## src/rtl/spi_cmd_decoder_pkg.sv

```systemverilog
// Opcodes, waveform codes and decoder state type, shared with the pulse core.
package spi_cmd_decoder_pkg;

  // Data-carrying opcodes (each followed by a 16-bit word, low byte first)
  localparam logic [7:0] OP_TON   = 8'h91;
  localparam logic [7:0] OP_TOFF  = 8'h9E;
  localparam logic [7:0] OP_WAVE  = 8'h9C;
  localparam logic [7:0] OP_IP    = 8'h93;
  // Single-byte machine control opcodes
  localparam logic [7:0] OP_START = 8'h06;
  localparam logic [7:0] OP_STOP  = 8'h07;

  // Waveform select codes accepted by the pulse generator core
  localparam logic [15:0] WAVE_RES_CO = 16'h8000;
  localparam logic [15:0] WAVE_2001   = 16'h2001;
  localparam logic [15:0] WAVE_2002   = 16'h2002;
  localparam logic [15:0] WAVE_6001   = 16'h6001;
  localparam logic [15:0] WAVE_4001   = 16'h4001;

  typedef enum logic [1:0] {
    ST_IDLE   = 2'd0,
    ST_GET_LO = 2'd1,
    ST_GET_HI = 2'd2
  } dec_state_t;

  // True for opcodes that expect two data bytes
  function automatic logic is_data_opcode(input logic [7:0] op);
    return (op == OP_TON) || (op == OP_TOFF) || (op == OP_WAVE) || (op == OP_IP);
  endfunction

  // True for waveform codes the pulse core understands
  function automatic logic is_valid_wave(input logic [15:0] code);
    return (code == WAVE_RES_CO) || (code == WAVE_2001) || (code == WAVE_2002) ||
           (code == WAVE_6001) || (code == WAVE_4001);
  endfunction

endpackage

```

## src/rtl/spi_cmd_timeout.sv

```systemverilog
// Inter-byte watchdog: counts idle cycles while a command is open.
module spi_cmd_timeout #(
  parameter int LIMIT = 50000
) (
  input  logic clk_in,
  input  logic sys_rst_n,
  input  logic clear,
  input  logic run,
  output logic expired
);

  localparam int CNT_W = $clog2(LIMIT + 1);

  logic [CNT_W-1:0] count_reg;

  // Clear has priority; the count holds at LIMIT so it can never wrap.
  always_ff @(posedge clk_in or negedge sys_rst_n) begin
    if (!sys_rst_n) begin
      count_reg <= '0;
    end else if (clear) begin
      count_reg <= '0;
    end else if (run && (count_reg != CNT_W'(LIMIT))) begin
      count_reg <= count_reg + 1'b1;
    end
  end

  assign expired = (count_reg == CNT_W'(LIMIT));

endmodule

```

## src/rtl/spi_cmd_decoder.sv

```systemverilog
// Frames SPI command bytes, validates values and drives the held pulse
// parameters plus start/stop/error strobes (all registered, one cycle late).
module spi_cmd_decoder
  import spi_cmd_decoder_pkg::*;
#(
  parameter int          TIMEOUT_CYCLES = 50000,
  parameter logic [15:0] TON_DEFAULT    = 16'd100,
  parameter logic [15:0] TOFF_DEFAULT   = 16'd50,
  parameter logic [15:0] WAVE_DEFAULT   = 16'h8000,
  parameter logic [15:0] IP_DEFAULT     = 16'd0
) (
  input  logic        clk_in,
  input  logic        sys_rst_n,
  input  logic [7:0]  rx_byte,
  input  logic        rx_valid,
  output logic [15:0] ton_us,
  output logic [15:0] toff_us,
  output logic [15:0] waveform,
  output logic [15:0] ip_set,
  output logic        param_update,
  output logic        machine_start,
  output logic        machine_stop,
  output logic        cmd_error,
  output logic [7:0]  err_count,
  output logic        busy
);

  dec_state_t  state_reg, state_next;
  logic [7:0]  opcode_reg, opcode_next;
  logic [7:0]  lo_reg, lo_next;
  logic [15:0] ton_reg, ton_next;
  logic [15:0] toff_reg, toff_next;
  logic [15:0] wave_reg, wave_next;
  logic [15:0] ip_reg, ip_next;
  logic        upd_reg, upd_next;
  logic        start_reg, start_next;
  logic        stop_reg, stop_next;
  logic        err_reg, err_next;
  logic [7:0]  err_count_reg, err_count_next;
  logic [15:0] word;
  logic        expired;

  // Watchdog is held clear in IDLE and on every received byte
  spi_cmd_timeout #(
    .LIMIT (TIMEOUT_CYCLES)
  ) u_timeout (
    .clk_in    (clk_in),
    .sys_rst_n (sys_rst_n),
    .clear     (rx_valid || (state_reg == ST_IDLE)),
    .run       (state_reg != ST_IDLE),
    .expired   (expired)
  );

  assign word = {rx_byte, lo_reg};

  // State and output registers; parameters reset to their defaults
  always_ff @(posedge clk_in or negedge sys_rst_n) begin
    if (!sys_rst_n) begin
      state_reg     <= ST_IDLE;
      opcode_reg    <= '0;
      lo_reg        <= '0;
      ton_reg       <= TON_DEFAULT;
      toff_reg      <= TOFF_DEFAULT;
      wave_reg      <= WAVE_DEFAULT;
      ip_reg        <= IP_DEFAULT;
      upd_reg       <= 1'b0;
      start_reg     <= 1'b0;
      stop_reg      <= 1'b0;
      err_reg       <= 1'b0;
      err_count_reg <= '0;
    end else begin
      state_reg     <= state_next;
      opcode_reg    <= opcode_next;
      lo_reg        <= lo_next;
      ton_reg       <= ton_next;
      toff_reg      <= toff_next;
      wave_reg      <= wave_next;
      ip_reg        <= ip_next;
      upd_reg       <= upd_next;
      start_reg     <= start_next;
      stop_reg      <= stop_next;
      err_reg       <= err_next;
      err_count_reg <= err_count_next;
    end
  end

  // Byte framing, validation and commit; rx_valid outranks the timeout
  always_comb begin
    state_next  = state_reg;
    opcode_next = opcode_reg;
    lo_next     = lo_reg;
    ton_next    = ton_reg;
    toff_next   = toff_reg;
    wave_next   = wave_reg;
    ip_next     = ip_reg;
    upd_next    = 1'b0;
    start_next  = 1'b0;
    stop_next   = 1'b0;
    err_next    = 1'b0;

    case (state_reg)
      ST_IDLE: begin
        if (rx_valid) begin
          if (is_data_opcode(rx_byte)) begin
            opcode_next = rx_byte;
            state_next  = ST_GET_LO;
          end else if (rx_byte == OP_START) begin
            start_next = 1'b1;
          end else if (rx_byte == OP_STOP) begin
            stop_next = 1'b1;
          end else begin
            err_next = 1'b1;
          end
        end
      end
      ST_GET_LO: begin
        if (rx_valid) begin
          lo_next    = rx_byte;
          state_next = ST_GET_HI;
        end else if (expired) begin
          state_next = ST_IDLE;
          err_next   = 1'b1;
        end
      end
      ST_GET_HI: begin
        if (rx_valid) begin
          state_next = ST_IDLE;
          // A rejected value leaves the held register untouched
          case (opcode_reg)
            OP_TON:  if (word != '0)          begin ton_next  = word; upd_next = 1'b1; end
                     else                     err_next = 1'b1;
            OP_TOFF: if (word != '0)          begin toff_next = word; upd_next = 1'b1; end
                     else                     err_next = 1'b1;
            OP_WAVE: if (is_valid_wave(word)) begin wave_next = word; upd_next = 1'b1; end
                     else                     err_next = 1'b1;
            OP_IP:   if (word != '0)          begin ip_next   = word; upd_next = 1'b1; end
                     else                     err_next = 1'b1;
            default: err_next = 1'b1;
          endcase
        end else if (expired) begin
          state_next = ST_IDLE;
          err_next   = 1'b1;
        end
      end
      default: state_next = ST_IDLE;
    endcase

    // Error counter moves together with the cmd_error pulse and saturates
    err_count_next = err_count_reg;
    if (err_next && (err_count_reg != 8'hFF)) begin
      err_count_next = err_count_reg + 8'd1;
    end
  end

  assign ton_us        = ton_reg;
  assign toff_us       = toff_reg;
  assign waveform      = wave_reg;
  assign ip_set        = ip_reg;
  assign param_update  = upd_reg;
  assign machine_start = start_reg;
  assign machine_stop  = stop_reg;
  assign cmd_error     = err_reg;
  assign err_count     = err_count_reg;
  assign busy          = (state_reg != ST_IDLE);

endmodule

```

## config.mk

```make
export PLATFORM = sky130hd
export DESIGN_NAME = spi_cmd_decoder
export DESIGN_NICKNAME = d
export VERILOG_FILES = /design/src/rtl/spi_cmd_decoder_pkg.sv /design/src/rtl/spi_cmd_timeout.sv /design/src/rtl/spi_cmd_decoder.sv
export SDC_FILE = /design/constraint.sdc
export NUM_CORES = 1
export LEC_CHECK = 0
export CAP_MARGIN = 20
export CORE_MARGIN = 4
export CORE_UTILIZATION = 40
export CTS_CLUSTER_DIAMETER = 60
export DETAILED_ROUTE_END_ITERATION = 12
export PLACE_DENSITY = 0.66
export SLEW_MARGIN = 30
export SYNTH_ARGS = -nofsm -noshare
export SYNTH_HDL_FRONTEND = slang
export SYNTH_SLANG_ARGS = --single-unit
```

## constraint.sdc

```tcl
create_clock -name clk_in -period 1.9 [get_ports clk_in]
set_clock_uncertainty 0.1 [all_clocks]
set_input_delay 0.38 -clock clk_in [delete_from_list [all_inputs] [get_ports clk_in]]
set_output_delay 0.38 -clock clk_in [all_outputs]
set_load 0.01 [all_outputs]
```

Yosys cells after proc, flatten, opt, wreduce, memory -nomap -nowiden
Index checks and enable logic that the tools add are counted.
- flip-flop bits (word level): 110
- bits of input ports: 11
- output and inout port bits: 77
- word-level logic and storage cells: 92
- add/sub/neg operators: 2
- eq/ne operators: 22
- multiplexer cells: 33
- reduce and logical (&&, ||, !) cells: 22
- operators with widths (kind ; number):
    $eq A8 B8 Y1 const B ; 8
    $eq A16 B14 Y1 const B ; 2
    $eq A16 B15 Y1 const B ; 2
    $eq A16 B16 Y1 const B ; 2
    $mux W16 ; 2
    $mux W1 ; 22
    $add A16 B1 Y16 const B ; 1
    $eq A8 B3 Y1 const B ; 2
    $ne A16 B16 Y1 const B ; 1
    $reduce_and A4 Y1 ; 4
    $reduce_bool A16 Y1 ; 1
    $mux W2 ; 5
    $add A8 B1 Y8 const B ; 1
    $logic_or A1 B1 Y1 ; 8
    $ne A8 B8 Y1 const B ; 1
    $pmux W2 S3 ; 1
    $pmux W1 S2 ; 2
    $reduce_and A2 Y1 ; 2
    $reduce_bool A2 Y1 ; 2
    $pmux W1 S3 ; 1
    $reduce_and A3 Y1 ; 1
    $reduce_or A3 Y1 ; 1
    $eq A2 B1 Y1 const B ; 1
    $eq A2 B2 Y1 const B ; 1
    other kinds (4) ; 5

Depth between registers and ports, before layout
Gate-level depths: netlist (run 1).
- word-level depth: 10
- mapped depth: 9
- depth with buffers taken out: 9

By module
A second synthesis (run 1) with hierarchy kept.
- cells, all modules: 373
- area total of the unflattened synthesis: 4744.6 sq um
- modules (own cells, without submodules) (module ; instances ; cells an instance ; area each (sq um) ; sequential area each (sq um)):
    spi_cmd_decoder ; 1 ; 275 ; 3813.7 ; 2361.0
    spi_cmd_timeout ; 1 ; 98 ; 930.9 ; 400.4

Worst setup path after synthesis (run 1)
OpenSTA, ideal clock, no wires.
- path type: input-to-reg
- from: in rx_byte[2]
- to: reg ton_reg[10] (netlist: ton_us[10])
- setup time: 0.125 ns
- arrival time: 1.784 ns
- required time: 1.675 ns
- slack: -0.108 ns
- cell stages on the path: 8
- buffers on the path: 2
- cells stage by stage: buf_6 > nor4_1 > nand2_1 > o21ai_4 > nor2_2 > nand3b_2 > buf_4 > mux2_2
- cells in the longest elaborated chain, start to end: 2
- RTL lines (element ; line ; text):
    from (decl) ; spi_cmd_decoder.sv:14 ; input logic [7:0] rx_byte,
    $reduce_bool A16 Y1 ; spi_cmd_decoder.sv:130 ; OP_TON: if (word != '0) begin ton_next = word; upd_next = 1'b1; end
    $reduce_and A4 Y1 (no source line) ; -- ;
    to (signal assigned) ; spi_cmd_decoder.sv:75 ; ton_reg <= ton_next;
    to (decl) ; spi_cmd_decoder.sv:31 ; logic [15:0] ton_reg, ton_next;
Several ways; a longest one is shown, not always the timed one.
A chain may end at the register's enable or synchronous reset.

Final worst setup path (run 1)
- from: reg u_timeout.count_reg[1]
- to: reg err_count_reg[5] (netlist: err_count[5])
- cells in the longest elaborated chain, start to end: 5
- elaborated cells between the ends (all ways): 6
- classes of those cells: eq/ne: 1; mux: 4; reduce/logical: 1
- RTL lines (element ; line ; text):
    from (decl) ; spi_cmd_timeout.sv:14 ; logic [CNT_W-1:0] count_reg;
    from (signal assigned) ; spi_cmd_timeout.sv:23 ; count_reg <= count_reg + 1'b1;
    $eq A16 B16 Y1 * ; spi_cmd_timeout.sv:27 ; assign expired = (count_reg == CNT_W'(LIMIT));
    $mux W1 * ; spi_cmd_decoder.sv:120, spi_cmd_decoder.sv:140 ;
    $mux W1 (on tied branches) ; spi_cmd_decoder.sv:126, spi_cmd_decoder.sv:117 ;
    $pmux W1 S3 * ; spi_cmd_decoder.sv:101 ; case (state_reg)
    net err_next ; spi_cmd_decoder.sv:38 ; logic err_reg, err_next;
    $logic_and A1 B1 Y1 * ; spi_cmd_decoder.sv:150 ; if (err_next && (err_count_reg != 8'hFF)) begin
    to (signal assigned) ; spi_cmd_decoder.sv:83 ; err_count_reg <= err_count_next;
    to (decl) ; spi_cmd_decoder.sv:39 ; logic [7:0] err_count_reg, err_count_next;
Mark *: on every way through the listed nets, which the timed path passes. The rest lies on a longest branch.

==> results of run 1 <==
-- critical path, stage by stage (launching register included) --
cell and delay [ps]:
sky130_fd_sc_hd__dfrtp_1 390, sky130_fd_sc_hd__inv_2 70, sky130_fd_sc_hd__ha_4 130, sky130_fd_sc_hd__nor4bb_4 190, sky130_fd_sc_hd__nand4_1 200, sky130_fd_sc_hd__a211oi_2 190
sky130_fd_sc_hd__a31o_2 140, sky130_fd_sc_hd__o21bai_4 150, sky130_fd_sc_hd__buf_6 140, sky130_fd_sc_hd__nand4b_1 130, sky130_fd_sc_hd__xnor2_1 150
-- placed cells by master (no fill, tap or decap), types with 3 or more instances in the layout --
cell | Yosys | layout
sky130_fd_sc_hd__mux2_2 | 60 | 10
sky130_fd_sc_hd__nand4_1 | 5 | 5
sky130_fd_sc_hd__nor2_1 | 26 | 23
sky130_fd_sc_hd__nor2b_1 | 13 | 10
sky130_fd_sc_hd__o21ai_1 | 0 | 3
sky130_fd_sc_hd__buf_6 | 1 | 15
sky130_fd_sc_hd__nand3_1 | 12 | 11
sky130_fd_sc_hd__buf_12 | 0 | 7
sky130_fd_sc_hd__and3_1 | 9 | 9
sky130_fd_sc_hd__clkdlybuf4s50_1 | 0 | 70
sky130_fd_sc_hd__mux2_4 | 2 | 52
sky130_fd_sc_hd__and2_1 | 4 | 4
sky130_fd_sc_hd__nand2_1 | 13 | 11
sky130_fd_sc_hd__inv_1 | 5 | 3
sky130_fd_sc_hd__nand2b_1 | 4 | 4
sky130_fd_sc_hd__buf_4 | 3 | 59
sky130_fd_sc_hd__xor2_1 | 9 | 9
sky130_fd_sc_hd__nand3b_1 | 3 | 3
sky130_fd_sc_hd__dfrtp_1 | 103 | 101
sky130_fd_sc_hd__clkbuf_16 | 0 | 10
sky130_fd_sc_hd__or2_2 | 3 | 3
sky130_fd_sc_hd__o21ai_0 | 8 | 5
sky130_fd_sc_hd__nor4_4 | 2 | 4
sky130_fd_sc_hd__nand2_2 | 2 | 4
sky130_fd_sc_hd__clkinvlp_4 | 0 | 3
sky130_fd_sc_hd__dlygate4sd2_1 | 0 | 14
sky130_fd_sc_hd__nor2b_4 | 0 | 3
sky130_fd_sc_hd__xnor2_1 | 12 | 11
sky130_fd_sc_hd__dfstp_2 | 7 | 7
-- power by group through the flow --
stage                     Clock, mW  Combinational [mW]  Sequential, mW
after floorplan                   0               0.289            2.67
after global placement            0               0.744            2.64
after detailed placement          0               0.762            2.64
after CTS                      1.78               0.787            2.60
after global routing           1.89               0.876            2.64
final                          1.73               0.807            2.61
-- what timing repair did --
item | CTS | global route
buffers inserted | 15 | 7
hold endpoints to repair | 24 | 0
hold buffers | 1 | 0
setup endpoints to repair | 84 | 81
gates resized for setup | 65 | 41
pin swaps | 18 | 12
gates cloned | 2 | 1
-- routing by layer --
layer	track usage (%)	routed length [µm]	part of all wire (%)	up-vias
li1	-	-	-	1563
met1	24.1	5090	44	1686
met2	30.5	5840	50	89
met3	5.38	645	5.5	11
met4	3.71	95	0.81	0
met5	0	0	0	-
-- worst paths after layout --
kind,end,depth (start not counted)
worst max-delay path,err_count[5],10
worst min register to register,opcode_reg[4],1
worst min-delay path,machine_start,2
worst max register to register,err_count[5],10
min in group asynchronous,lo_reg[5],2
max in group asynchronous,ton_us[5],3
-- logic make-up (layout without fill, tap and decap cells) --
| family | after synthesis | count (layout) | synth area share, % |
|---|---|---|---|
| simple gates | 120 | 120 | 15.8 |
| flops | 110 | 110 | 59.4 |
| mux | 63 | 63 | 15.4 |
| xor+xnor | 21 | 21 | 3.95 |
| compound gates | 18 | 18 | 2.85 |
| buf+inv | 17 | 191 | 1.88 |
| fa+ha+maj | 3 | 3 | 0.807 |
-- cell type report --
cell class | instances | area share [%]
tap | 143 | 2.55
timing repair buffer | 170 | 23.3
clock buffer | 11 | 3.31
inverter | 5 | 0.267
multi-input combinational | 225 | 30.7
clock inverter | 5 | 0.517
sequential | 110 | 39.3
-- stage by stage --
stage          hold WS (ps)  total power [mW]  std cells
4_1_cts                 314              5.17        665
5_1_grt                 383              5.40        669
6_report                360              5.15        669
3_3_place_gp            219              3.38        631
3_5_place_dp            229              3.40        631
2_1_floorplan         -15.6              2.96        352
==> summary.txt, run 1 <==
FLOORPLAN
-------------------------------------------------------------------------------------------------
Die height                                                                                 116 µm
Floorplan row count                                                                            39
Initial cell density of the core                                                            40.7%
Die Outline Area                                                                        13400 µm²
Core area                                                                               11400 µm²
Count of boundary I/O pins                                                                     88
DIE WIDTH                                                                                  116 µm

CLOCK TREE
-------------------------------------------------------------------------------------------------
Number of buffers created by CTS                                                                9
Clock tree from TritonCTS                                                                   built
Clock transition at the registers of the reported paths                                     70 ps
Clock tree buffer depth                                                                         2
Clk root buf                                                                         sky130_fd_sc_hd__clkbuf_16
Number of clock sinks seen by CTS                                                             110
Clock latency at the later pin of the worst-skew pair                                      360 ps
Maximum level of the CTS H-tree                                                                 3

YOSYS
-------------------------------------------------------------------------------------------------
Share of synthesized flip-flops with an asynchronous set or reset                            100%
Commonest cells post-synth                                                           sky130_fd_sc_hd__dfrtp_1 (103), sky130_fd_sc_hd__mux2_2 (60), sky130_fd_sc_hd__nor2_1 (26)
Portion of synthesized cell area occupied by the leading cell type                          55.4%
Avg Inst Size Synth                                                                      13.2 µm²
Synthesis warning total                                                                         0
Synth Register Bits                                                                           110
Post-Synthesis Cell Area                                                                 4650 µm²
Synth Net Count                                                                               366
Seq/Total Area, Yosys                                                                       59.4%
Number of distinct library cell variants in the gate-level netlist after synthesis             49
Largest area contributor in the netlist                                              sky130_fd_sc_hd__dfrtp_1
Top FF cell, synth                                                                   sky130_fd_sc_hd__dfrtp_1
Number of instances in the synthesized netlist                                                352
Number of synthesized flops with an enable pin                                                  0
Top cells by area in the synthesized netlist                                         sky130_fd_sc_hd__dfrtp_1 (55%), sky130_fd_sc_hd__mux2_2 (15%), sky130_fd_sc_hd__dfstp_2 (4.0%), sky130_fd_sc_hd__xnor2_1 (2.3%), sky130_fd_sc_hd__nor2_1 (2.1%)
Most frequently used cell type in the post-synthesis netlist                         sky130_fd_sc_hd__dfrtp_1

ROUTE
-------------------------------------------------------------------------------------------------
Total number of vias                                                                         3349
Number of iterations in the first detailed-routing pass                                         4
# DRC                                                                                           0
Routed len/inst                                                                           17.5 µm
Drt initial violations                                                                        210
Final antenna-violating net count                                                               0
Total wire length                                                                        11700 µm
Via-per-instance ratio                                                                       5.01

HOLD PATH
-------------------------------------------------------------------------------------------------
Hold Path Origin                                                                       rx_byte[0]
Worst min-delay path class                                                                 in2reg

FINAL LAYOUT
-------------------------------------------------------------------------------------------------
Multi-input combinational cell area                                                      2160 µm²
Register Area                                                                            2760 µm²
Total Nets Final                                                                              535
Final core occ                                                                              61.5%
Count of inserted antenna diode cells                                                           0
Fraction of final layout cells sized beyond drive strength 1                                40.3%
Post-route cell area                                                                     7020 µm²
Layout overhead on the synthesized area                                                     51.0%
Number of fillers in the final layout                                                         898

SETUP PATH
-------------------------------------------------------------------------------------------------
Worst setup SP type                                                                          flop
Type of element capturing the critical path                                                  flop
CP Data Arrival Time                                                                      2240 ps
Worst setup path class                                                                    reg2reg
Worst reg2reg path startpoint                                                        u_timeout.count_reg[1]
Data required time at the worst endpoint                                                  2040 ps
Critical Path Fanout Max                                                                        5
Register-to-Register Setup Slack                                                          -200 ps
Setup crit start                                                                     u_timeout.count_reg[1]

STA
-------------------------------------------------------------------------------------------------
Highest clock rate                                                                        476 MHz
Clock period minus final worst setup slack                                                2100 ps
Worst Slack Setup Final                                                                   -199 ps
Final cycle utilization of the critical path                                                 110%
Unrepaired setup endpoints after global routing                                               yes
Final count of hold timing violations                                                           0
Finish-stage setup viols                                                                       64
Max transition margin                                                                       74.4%
Sum of negative setup slack                                                              -6640 ps
Worst slew pin tran                                                                        385 ps
Slew Viols, Final                                                                               0

POWER
-------------------------------------------------------------------------------------------------
Clock network power share                                                                   33.6%
Worst-case vdd ir drop                                                                   0.559 mV
Internal cell power                                                                       3.80 mW
Leakage component of the power                                                            3.40 nW
Combinational share of power                                                                15.7%
Switching portion of total power                                                            26.1%
Power spent charging and discharging nets                                                 1.34 mW
Proportion of power drawn by flip-flops and latches                                         50.7%
Power Density                                                                          733 nW/µm²

PLACE
-------------------------------------------------------------------------------------------------
Final weighted congestion in routability-driven placement                                   0.801
Post-detailed-placement half-perimeter wirelength                                         7950 µm
Placement Setup Slack                                                                     -657 ps
Number of buffers inserted by port buffering                                                   87
Placed standard-cell area                                                                6230 µm²

GLOBAL ROUTE
-------------------------------------------------------------------------------------------------
Initial antenna violation count                                                                 0
Maximum number of pins on one net before global-route repair                                   36
Global-route congestion overflow total                                                          0
Via count of the first global-routing pass                                                   3561
Total routing usage reported by global routing                                              18.4%
Global-route wire length before repair                                                   19200 µm

OUTCOME
-------------------------------------------------------------------------------------------------
Result of the run                                                                    finished with violations
Failing checks                                                                       setup timing

FLOW RUN
-------------------------------------------------------------------------------------------------
Max Cap Viol                                                                                    0

No activity file was read; power rests on OpenSTA's default activity.
==> run 2: changes to the inputs <==
--- a/config.mk
+++ b/config.mk
@@ -11,7 +11,7 @@
 export CTS_CLUSTER_DIAMETER = 60
 export DETAILED_ROUTE_END_ITERATION = 12
 export PLACE_DENSITY = 0.66
-export SLEW_MARGIN = 30
+export SLEW_MARGIN = 20
 export SYNTH_ARGS = -nofsm -noshare
 export SYNTH_HDL_FRONTEND = slang
 export SYNTH_SLANG_ARGS = --single-unit
==> results of run 2 <==
Same layout as run 1: the final DEF is identical, and so are final timing and power.
